[config.mk]
export PLATFORM = sky130hd
export DESIGN_NAME = lcd_cmd_host
export DESIGN_NICKNAME = d
export VERILOG_FILES = /design/src/rtl/lcd_pkg.sv /design/src/rtl/lcd_cmd_fifo.sv /design/src/rtl/lcd_cmd_host.sv
export SDC_FILE = /design/constraint.sdc
export NUM_CORES = 1
export LEC_CHECK = 0
export CAP_MARGIN = 20
export CORE_MARGIN = 5
export CORE_UTILIZATION = 30
export CTS_CLUSTER_SIZE = 8
export DETAILED_ROUTE_END_ITERATION = 7
export GPL_ROUTABILITY_DRIVEN = 1
export PLACE_DENSITY = 0.48
export SLEW_MARGIN = 10
export SYNTH_ARGS = -nofsm -noshare
export SYNTH_HDL_FRONTEND = slang
export SYNTH_HIERARCHICAL = 1
export SYNTH_SLANG_ARGS = --single-unit
export TNS_END_PERCENT = 5
[constraint.sdc]
create_clock -name clk -period 4.5 [get_ports clk]
set_input_delay 0.675 -clock clk [delete_from_list [all_inputs] [get_ports clk]]
set_output_delay 0.675 -clock clk [all_outputs]
set_load 0.005 [all_outputs]
[src/rtl/lcd_pkg.sv]
// Shared definitions for the LCD host: opcodes, FSM states, and frame geometry.
package lcd_pkg;

  localparam logic [3:0] CMD_WRITE       = 4'd0;
  localparam logic [3:0] CMD_SHIFT_UP    = 4'd1;
  localparam logic [3:0] CMD_SHIFT_DOWN  = 4'd2;
  localparam logic [3:0] CMD_SHIFT_LEFT  = 4'd3;
  localparam logic [3:0] CMD_SHIFT_RIGHT = 4'd4;
  localparam logic [3:0] CMD_MAX         = 4'd5;
  localparam logic [3:0] CMD_MIN         = 4'd6;
  localparam logic [3:0] CMD_AVG         = 4'd7;
  localparam logic [3:0] CMD_ROT_CCW     = 4'd8;
  localparam logic [3:0] CMD_ROT_CW      = 4'd9;
  localparam logic [3:0] CMD_MIRROR_X    = 4'd10;
  localparam logic [3:0] CMD_MIRROR_Y    = 4'd11;
  localparam logic [3:0] CMD_MAX_OP      = 4'd11;

  localparam int unsigned NPIX      = 64;
  localparam int unsigned PIX_AW    = 6;
  localparam int unsigned PIX_SLOTS = 1 << PIX_AW;

  typedef enum logic [2:0] {
    IDLE,
    ISSUE,
    GUARD,
    COLLECT,
    DONE
  } host_state_t;

  function automatic logic cmd_legal(input logic [3:0] op);
    return op <= CMD_MAX_OP;
  endfunction

endpackage

[src/rtl/lcd_cmd_fifo.sv]
// Synchronous command FIFO, DEPTH x WIDTH, registered storage (no fall-through).
// Writes when full and reads when empty are ignored.
module lcd_cmd_fifo #(
  parameter int unsigned DEPTH = 8,
  parameter int unsigned WIDTH = 4
) (
  input  logic                     clk,
  input  logic                     reset,
  input  logic                     wr_en,
  input  logic [WIDTH-1:0]         wr_data,
  input  logic                     rd_en,
  output logic [WIDTH-1:0]         rd_data,
  output logic                     full,
  output logic                     empty,
  output logic [$clog2(DEPTH):0]   count
);

  localparam int unsigned AW = $clog2(DEPTH);

  logic [WIDTH-1:0] mem [DEPTH];
  logic [AW-1:0]    wr_ptr;
  logic [AW-1:0]    rd_ptr;
  logic             do_wr;
  logic             do_rd;

  assign full    = (count == (AW+1)'(DEPTH));
  assign empty   = (count == '0);
  assign do_wr   = wr_en && !full;
  assign do_rd   = rd_en && !empty;
  assign rd_data = mem[rd_ptr];

  // Pointer and occupancy bookkeeping; pointers wrap naturally (DEPTH is a power of two).
  always_ff @(posedge clk) begin
    if (reset) begin
      wr_ptr <= '0;
      rd_ptr <= '0;
      count  <= '0;
    end else begin
      if (do_wr) wr_ptr <= wr_ptr + 1'b1;
      if (do_rd) rd_ptr <= rd_ptr + 1'b1;
      case ({do_wr, do_rd})
        2'b10:   count <= count + 1'b1;
        2'b01:   count <= count - 1'b1;
        default: count <= count;
      endcase
    end
  end

  // Storage array, no reset needed.
  always_ff @(posedge clk) begin
    if (do_wr) mem[wr_ptr] <= wr_data;
  end

endmodule

[src/rtl/lcd_cmd_host.sv]
// Host-side command issuer and IRAM image sink for the LCD controller.
// Optional watchdog built when LCD_HOST_TIMEOUT_EN is defined.
module lcd_cmd_host
  import lcd_pkg::*;
#(
  parameter int unsigned DEPTH   = 8,
  parameter int unsigned HOLDOFF = 2,
  parameter int unsigned NPIX    = lcd_pkg::NPIX
) (
  input  logic        clk,
  input  logic        reset,
  input  logic        push_valid,
  input  logic [3:0]  push_cmd,
  output logic        push_ready,
  input  logic        busy,
  input  logic        done,
  output logic [3:0]  cmd,
  output logic        cmd_valid,
  input  logic        IRAM_valid,
  input  logic [5:0]  IRAM_A,
  input  logic [7:0]  IRAM_D,
  output logic        frame_done,
  output logic [15:0] checksum,
  output logic [6:0]  pix_count,
  output logic        err_dup,
  output logic        err_miss,
  output logic        err_bad_cmd,
  output logic        timeout
);

  localparam int unsigned HOLD = (HOLDOFF == 0) ? 1 : HOLDOFF;
  localparam int unsigned GW   = $clog2(HOLD + 1);

  host_state_t          state, state_nx;
  logic [3:0]           head;
  logic                 fifo_full;
  logic                 fifo_empty;
  logic [$clog2(DEPTH):0] fifo_count;
  logic                 push_fire;
  logic                 fifo_wr;
  logic                 pop;
  logic [GW-1:0]        guard_cnt;
  logic                 guard_last;
  logic                 wr_pix;
  logic [PIX_SLOTS-1:0] bitmap, bitmap_nx;
  logic [6:0]           pix_nx;
  logic                 force_done;

  // push_ready derives from the registered count, so a same-cycle pop cannot admit a push.
  assign push_ready = !fifo_full && (state != DONE);
  assign push_fire  = push_valid && push_ready;
  assign fifo_wr    = push_fire && cmd_legal(push_cmd);
  assign cmd_valid  = (state == ISSUE);
  assign guard_last = (guard_cnt == GW'(HOLD - 1));
  assign wr_pix     = (state == COLLECT) && IRAM_valid;

  lcd_cmd_fifo #(
    .DEPTH (DEPTH),
    .WIDTH (4)
  ) u_fifo (
    .clk     (clk),
    .reset   (reset),
    .wr_en   (fifo_wr),
    .wr_data (push_cmd),
    .rd_en   (pop),
    .rd_data (head),
    .full    (fifo_full),
    .empty   (fifo_empty),
    .count   (fifo_count)
  );

  // State register.
  always_ff @(posedge clk) begin
    if (reset) state <= IDLE;
    else       state <= state_nx;
  end

  // Next-state logic and FIFO pop.
  always_comb begin
    state_nx = state;
    pop      = 1'b0;
    case (state)
      IDLE:    if (!busy && (fifo_count != '0)) state_nx = ISSUE;
      ISSUE: begin
        pop      = !fifo_empty;
        state_nx = (cmd == CMD_WRITE) ? COLLECT : GUARD;
      end
      GUARD:   if (guard_last) state_nx = IDLE;
      COLLECT: if (done) state_nx = DONE;
      DONE:    state_nx = DONE;
      default: state_nx = IDLE;
    endcase
    if (force_done) state_nx = DONE;
  end

  // Opcode latched on entry to ISSUE and held afterwards.
  always_ff @(posedge clk) begin
    if (reset)                                    cmd <= '0;
    else if (state == IDLE && state_nx == ISSUE)  cmd <= head;
  end

  // Guard-interval counter, cleared whenever not in GUARD.
  always_ff @(posedge clk) begin
    if (reset || state != GUARD) guard_cnt <= '0;
    else                         guard_cnt <= guard_cnt + 1'b1;
  end

  // Coverage and count including this cycle's write, so a write alongside done is counted.
  always_comb begin
    bitmap_nx = bitmap;
    pix_nx    = pix_count;
    if (wr_pix) begin
      bitmap_nx[IRAM_A] = 1'b1;
      if (pix_count != 7'd127) pix_nx = pix_count + 1'b1;
    end
  end

  // Frame capture, error flags and completion pulse.
  always_ff @(posedge clk) begin
    if (reset) begin
      bitmap      <= '0;
      checksum    <= '0;
      pix_count   <= '0;
      err_dup     <= 1'b0;
      err_miss    <= 1'b0;
      err_bad_cmd <= 1'b0;
      frame_done  <= 1'b0;
    end else begin
      bitmap    <= bitmap_nx;
      pix_count <= pix_nx;
      if (wr_pix) begin
        checksum <= checksum + {8'd0, IRAM_D};
        if (bitmap[IRAM_A]) err_dup <= 1'b1;
      end
      if (push_fire && !cmd_legal(push_cmd)) err_bad_cmd <= 1'b1;
      if (state == COLLECT && done)
        err_miss <= (bitmap_nx != '1) || (pix_nx != 7'(NPIX));
      frame_done <= (state_nx == DONE) && (state != DONE);
    end
  end

`ifdef LCD_HOST_TIMEOUT_EN
  logic [11:0] to_cnt;
  logic        to_run;

  assign to_run     = (state == COLLECT) ||
                      (busy && (state == GUARD || (state == IDLE && !fifo_empty)));
  assign force_done = to_run && (to_cnt == 12'hFFF);

  // Watchdog: restarts on any IRAM write, issue or state change.
  always_ff @(posedge clk) begin
    if (reset) begin
      to_cnt  <= '0;
      timeout <= 1'b0;
    end else begin
      if (state_nx != state || IRAM_valid || !to_run) to_cnt <= '0;
      else                                            to_cnt <= to_cnt + 1'b1;
      if (force_done) timeout <= 1'b1;
    end
  end
`else
  assign force_done = 1'b0;
  assign timeout    = 1'b0;
`endif

endmodule

* Yosys cells after proc, flatten, opt, wreduce, memory -nomap -nowiden *
Memories as Yosys holds them, arrays and structs flattened. A register that Yosys moved wholly into a read port is not among the register bits.
Cells that the tools add are included.
W data, S select, Z words.

word-level totals
  word-level logic and storage cells = 79
  bits in latches = 0
  ROM bits = 0
  memories = 1
  flip-flop bits (word level) = 106
  memory bits (writable) = 32
  input bits = 24

operators by class
  shift-type cells = 0
  reductions and logical operators = 24
  order comparisons = 3
  bitwise gates (word level) = 1
  div/mod/pow operators = 0
  $mul = 0
  add/sub/neg operators = 7
  equal/unequal tests = 15
  mux-type cells = 16

memories
  memory      words  width  rd ports  clocked after memory_dff  write ports  RTL line            source
  u_fifo.mem  8      4      1         1                         1            lcd_cmd_fifo.sv:20  logic [WIDTH-1:0] mem [DEPTH];

operators by type and width
  cell                    count
  $mux W64                1
  $ne A64 B64 Y1 const B  1
  $or A64 B64 Y64         1
  $add A16 B8 Y16         1
  $pmux W3 S5             1
  $mux W7                 2
  $ne A7 B7 Y1 const B    2
  $logic_and A1 B1 Y1     12
  $mux W3                 3
  $logic_not A4 Y1        2
  $pmux W4 S2             1
  $add A7 B1 Y7 const B   1
  $lt A6 B7 Y1 const B    1
  $add A3 B1 Y3 const B   2
  $bmux W1 S6             1
  $demux W1 S6            1
  $eq A3 B1 Y1 const B    2
  $eq A3 B2 Y1 const B    2
  $eq A3 B3 Y1 const B    2
  $ge A6 B1 Y1 const B    1
  $mux W1                 6
  $add A4 B1 Y4 const B   1
  $eq A2 B1 Y1 const B    2
  $eq A4 B4 Y1 const B    1
  other kinds (12)        16

* Logic depth before layout (Yosys ltp) *
  depth in word-level cells = 8
  gate-level depth with buffers = 14

* Modules after synthesis *
Netlist, hierarchy kept.

by module, submodules not included
  module        seq. area each (µm²)  cells an instance  instances  area each (µm²)
  lcd_cmd_host  2,001.9               556                1          4,827.1
  lcd_cmd_fifo  1,221.2               121                1          1,870.5

* Worst setup path before layout *
OpenSTA, ideal clock, no wires.

  path kind = reg2reg
  start = register u_fifo.count[0]
  end = register u_fifo.count[2]
  data required time = 4.430 ns
  path slack = 1.836 ns
  arrival = 2.594 ns
  stages on the path, launching flop included = 14
  library setup time = 0.070 ns
  path through = dfxtp_1 -> or4b_4 -> inv_1 -> a21oi_1 -> nand2_1 -> a21oi_1 -> nand2_4 -> ha_1 -> xor2_1 -> ha_1 -> a21oi_1 -> xor2_1 -> or3_1 -> a21oi_1

on the way
  longest elaborated chain between the ends = 8

RTL lines
  element                                                   RTL line            source
  start, declared                                           lcd_cmd_fifo.sv:15  output logic [$clog2(DEPTH):0] count
  start signal, assigned                                    lcd_cmd_fifo.sv:42  2'b10: count <= count + 1'b1;
  start signal, assigned                                    lcd_cmd_fifo.sv:43  2'b01: count <= count - 1'b1;
  start signal, assigned                                    lcd_cmd_fifo.sv:44  default: count <= count;
  $eq A4 B4 Y1 *                                            lcd_cmd_fifo.sv:26  assign full = (count == (AW+1)'(DEPTH));
  net fifo_full                                             lcd_cmd_host.sv:36  logic fifo_full;
  $logic_not A1 Y1 *                                        lcd_cmd_host.sv:50  assign push_ready = !fifo_full && (state != DONE);
  $logic_and A1 B1 Y1 *                                     lcd_cmd_host.sv:50
  net push_ready                                            lcd_cmd_host.sv:14  output logic push_ready,
  $logic_and A1 B1 Y1 *                                     lcd_cmd_host.sv:51  assign push_fire = push_valid && push_ready;
  $logic_and A1 B1 Y1 *                                     lcd_cmd_host.sv:52  assign fifo_wr = push_fire && cmd_legal(push_cmd);
  net fifo_wr                                               lcd_cmd_host.sv:40  logic fifo_wr;
  $logic_and A1 B1 Y1 *                                     lcd_cmd_fifo.sv:28  assign do_wr = wr_en && !full;
  $eq A2 B1 Y1 / $eq A2 B2 Y1 (equally long branches)       lcd_cmd_fifo.sv:41  case ({do_wr, do_rd})
  $pmux W4 S2 / $reduce_bool A2 Y1 (equally long branches)  --

Mark *: on every way through the listed nets, which the timed path passes. The rest lies on a longest branch.
A chain may end at the register's enable or synchronous reset.

* Final worst setup path *
  start = input port IRAM_A[2]
  end = register err_miss

on the way
  longest elaborated chain between the ends = 8

RTL lines
  element                                                                    RTL line             source
  start, declared                                                            lcd_cmd_host.sv:20   input logic [5:0] IRAM_A,
  $lt A6 B7 Y1 (implied by the code) / $ge A6 B1 Y1 (equally long branches)  lcd_cmd_host.sv:113  bitmap_nx[IRAM_A] = 1'b1;
  $logic_and A1 B1 Y1 (implied by the code)                                  lcd_cmd_host.sv:113
  $mux W1 (implied by the code)                                              lcd_cmd_host.sv:113
  $demux W1 S6 *                                                             lcd_cmd_host.sv:113
  $or A64 B64 Y64 (no line) *                                                --
  $mux W64 *                                                                 lcd_cmd_host.sv:112  if (wr_pix) begin
  $ne A64 B64 Y1 *                                                           lcd_cmd_host.sv:137  err_miss <= (bitmap_nx != '1) || (pix_nx != 7'(NPIX));
  $logic_or A1 B1 Y1 *                                                       lcd_cmd_host.sv:137
  end signal, assigned                                                       lcd_cmd_host.sv:137
  end, declared                                                              lcd_cmd_host.sv:26   output logic err_miss,

Mark *: on every way between the ends. The rest lies on a longest branch, timed or not.

==> impl_metrics.yaml <==
cells_and_area:
  fill_cells: 2214
  final_layout_size_suffix_gt1_share_pct: 11.0
  finalNetCount: 751
  area_growth_pct: 18.9
  diodes: 0
  stdcell_area_um2: 7970
  final_common_cell: "dfxtp_1"
  final_util_pct: 36.4
  layout_common_cells: "dfxtp_1, nor2_1, a31oi_1, clkdlybuf4s50_1, a21oi_1"
clock_tree:
  cts_tree: "yes"
  cts_buffers: 17
  insertion_delay_ns: 0.42
  cts.sinks: 145
  cts.path.max_buffers: 2
  cts_hold_buf: 0
  clkTransAtPathRegs_ns: 0.07
  cts_setup_buffers: 0
  cts_resized: 0
  htree_levels: 4
  clock-root-buffer: "clkbuf_16"
sta:
  maxSlewViolCount: 0
  tightestPinTransition_ns: 0.888
  hold_viol_final: 0
  period_share_pct: 73.8
  period_minus_slack_ns: 3.32
  clock_skew_ns: 0.0122
  fin_ws_ns: 1.18
  setup_viol: 0
  clock.fmax_mhz: 301
  slew_headroom_pct: 40.6
  fin_hold_ws_ns: 0.426
  tns_ns: 0
  rsz0062_at_grt: "no"
power_and_ir_drop:
  switchingPower_mw: 0.746
  leakagePower_nw: 2.73
  power_density_nw_per_um2: 371
  switching_share_pct: 25.2
  p_int_mw: 2.21
  clkPwrFrac_pct: 47.7
  ir_drop_mv: 0.229
  seq_power_share_pct: 46.1
  comb_power_share_pct: 6.2
grt:
  grt_pass1_vias: 5072
  overflow: 0
  antenna_found_initial: 0
  grt_max_degree: 82
  track_usage_pct: 13.5
  grt_pass1_wl_um: 27700
logic_synthesis:
  postSynth.asyncResetShare_pct: 0
  syn_inst: 677
  synth_enable_flop_cells: 32
  ys_ff_latch: 145
  syn_area_per_cell_um2: 9.89
  synthesis.nets: 717
  yosysSeqAreaShare_pct: 48.1
  syn_area_um2: 6700
  ys.warnings.count: 6
  synth_flop_cell: "dfxtp_1"
  yosys.cell_types.count: 70
floorplanning:
  start_util_pct: 30.6
  die_h_um: 159
  die_x_um: 159
  coreArea_um2: 21900
  rows: 54
  pin_count: 58
  die_area_um2: 25400
routing:
  via_per_inst: 5.27
  ant_nets: 0
  post_drt_wl_per_cell_um: 17.4
  drt_iter0_drc: 413
  drcViolationCount: 0
  finalWirelength_um: 17500
  drt_first_pass_iters: 5
  vias: 5294
critical_path:
  critPathArrivalTime_ns: 3.57
  worstPathMaxFanout: 12
  endpoint_kind: "flop"
  crit_required_ns: 4.75
  setup.worst_path.class: "primary input to flop"
  crit_path_start_kind: "primary input"
place:
  place.gp.congestion: 0.869
  io_buffers: 56
  place_area_um2: 7380
  pre_cts_ws_ns: 0.884
  dp_hpwl_um: 12300
hold_path:
  hold_path.class: "flop to flop"
status:
  outcome: "finished, final reports clean"
run:
  max_cap_viol_count: 0
cell families after synthesis:
logic type | synth area share (%)
AOI/OAI and AO/OA | 15.0
xor gates and xnor gates | 2.35
adders and majority gates | 3.10
buffers and inverters | 5.47
DFF | 48.1
muxes | 6.82
other | 0.0560
and+or+nand+nor | 19.0
critical path: stages:
cell	delay, ns
clkdlybuf4s50_1	0.77
and3b_1	0.65
a31oi_1	0.21
nor4_1	0.46
nand4_1	0.18
nand4bb_1	0.23
nor4_2	0.29
a221oi_1	0.11
power groups by stage:
| stage | logic (mW) | registers, mW | clock network [mW] |
|---|---|---|---|
| finish | 0.184 | 1.36 | 1.41 |
| global route | 0.201 | 1.36 | 1.50 |
| CTS | 0.184 | 1.36 | 1.44 |
| detailed placement | 0.184 | 1.39 | 0 |
| global placement | 0.179 | 1.39 | 0 |
| floorplan | 0.123 | 1.38 | 0 |
sequential cells by signal, indices dropped and copies added (netlist names), named ones only:
| register | cells |
|---|---|
| bitmap | 64 |
| checksum | 16 |
| cmd | 4 |
| err_bad_cmd | 1 |
| err_dup | 1 |
| err_miss | 1 |
| frame_done | 1 |
| guard_cnt | 2 |
| pix_count | 7 |
| state | 3 |
| u_fifo/count | 4 |
| u_fifo/mem | 32 |
| u_fifo/rd_ptr | 3 |
| u_fifo/wr_ptr | 3 |
layout make-up:
type | instances | area [µm²] | area share (%)
clock inverter | 15 | 160 | 2.01
timing repair buffer | 67 | 641 | 8.04
multi-input combinational | 465 | 3110 | 39.0
clock buffer | 17 | 425 | 5.34
inverter | 15 | 56.3 | 0.707
sequential | 145 | 3220 | 40.5
tap | 280 | 350 | 4.40
worst paths after layout:
| kind | startpoint | end | slack (ns) | depth (start not counted) |
|---|---|---|---|---|
| max | IRAM_A[2] | err_miss | 1.18 | 8 |
| min | guard_cnt[0] | guard_cnt[0] | 0.43 | 1 |
| max reg2reg | u_fifo/count[1] | u_fifo/count[2] | 1.42 | 13 |
| min reg2reg | guard_cnt[0] | guard_cnt[0] | 0.43 | 1 |
metrics by stage:
| step | total power [mW] | instances |
|---|---|---|
| floorplan | 1.51 | 677 |
| global placement | 1.57 | 972 |
| detailed placement | 1.57 | 972 |
| CTS | 2.99 | 1004 |
| global route | 3.06 | 1004 |
| finish | 2.96 | 1004 |
metal layers:
metal,GRT usage (%),vias up,share of wire (%)
li1,-,2561,-
met1,18.3,2556,46
met2,21.1,151,47
met3,3.39,26,5.7
met4,4.30,0,1.6
met5,0,-,0
cells in the mapped netlist, types with 3 or more instances:
cell      count  area (µm²)
dfxtp_1     113        2260
nor2_1      110         413
a31oi_1      55         344
a21oi_1      40         200
edfxtp_1     32         961
nand2_1      31         116
buf_2        17        85.1
nor4_1       17         106
ha_1         15         188
inv_1        15        56.3
clkbuf_1     14        52.6
mux2i_1      13         130
o21ai_0      12        60.1
mux4_2       10         225
nand3_1      10        50.1
nor3_1       10        50.1
xnor2_1      10        87.6
buf_4         9        67.6
buf_6         8        90.1
xor2_1        8        70.1
a211oi_1      7        52.6
a221oi_1      7        61.3
a22oi_1       7        52.6
and3b_1       7        61.3
mux2_2        7        78.8
and3_1        6        37.5
nand4_1       5        31.3
buf_1         4        15.0
nand2b_1      4        25.0
nand3b_1      4        30.0
nor2b_1       4        25.0
or4_1         4        30.0
a21oi_2       3        26.3
a22o_1        3        26.3
a41oi_1       3        26.3
and2_1        3        18.8
nor3b_1       3        22.5
nor3b_4       3        56.3
o21a_1        3        22.5
o21ai_1       3        15.0
o31ai_1       3        22.5
Power figures use the tool's default switching activity.
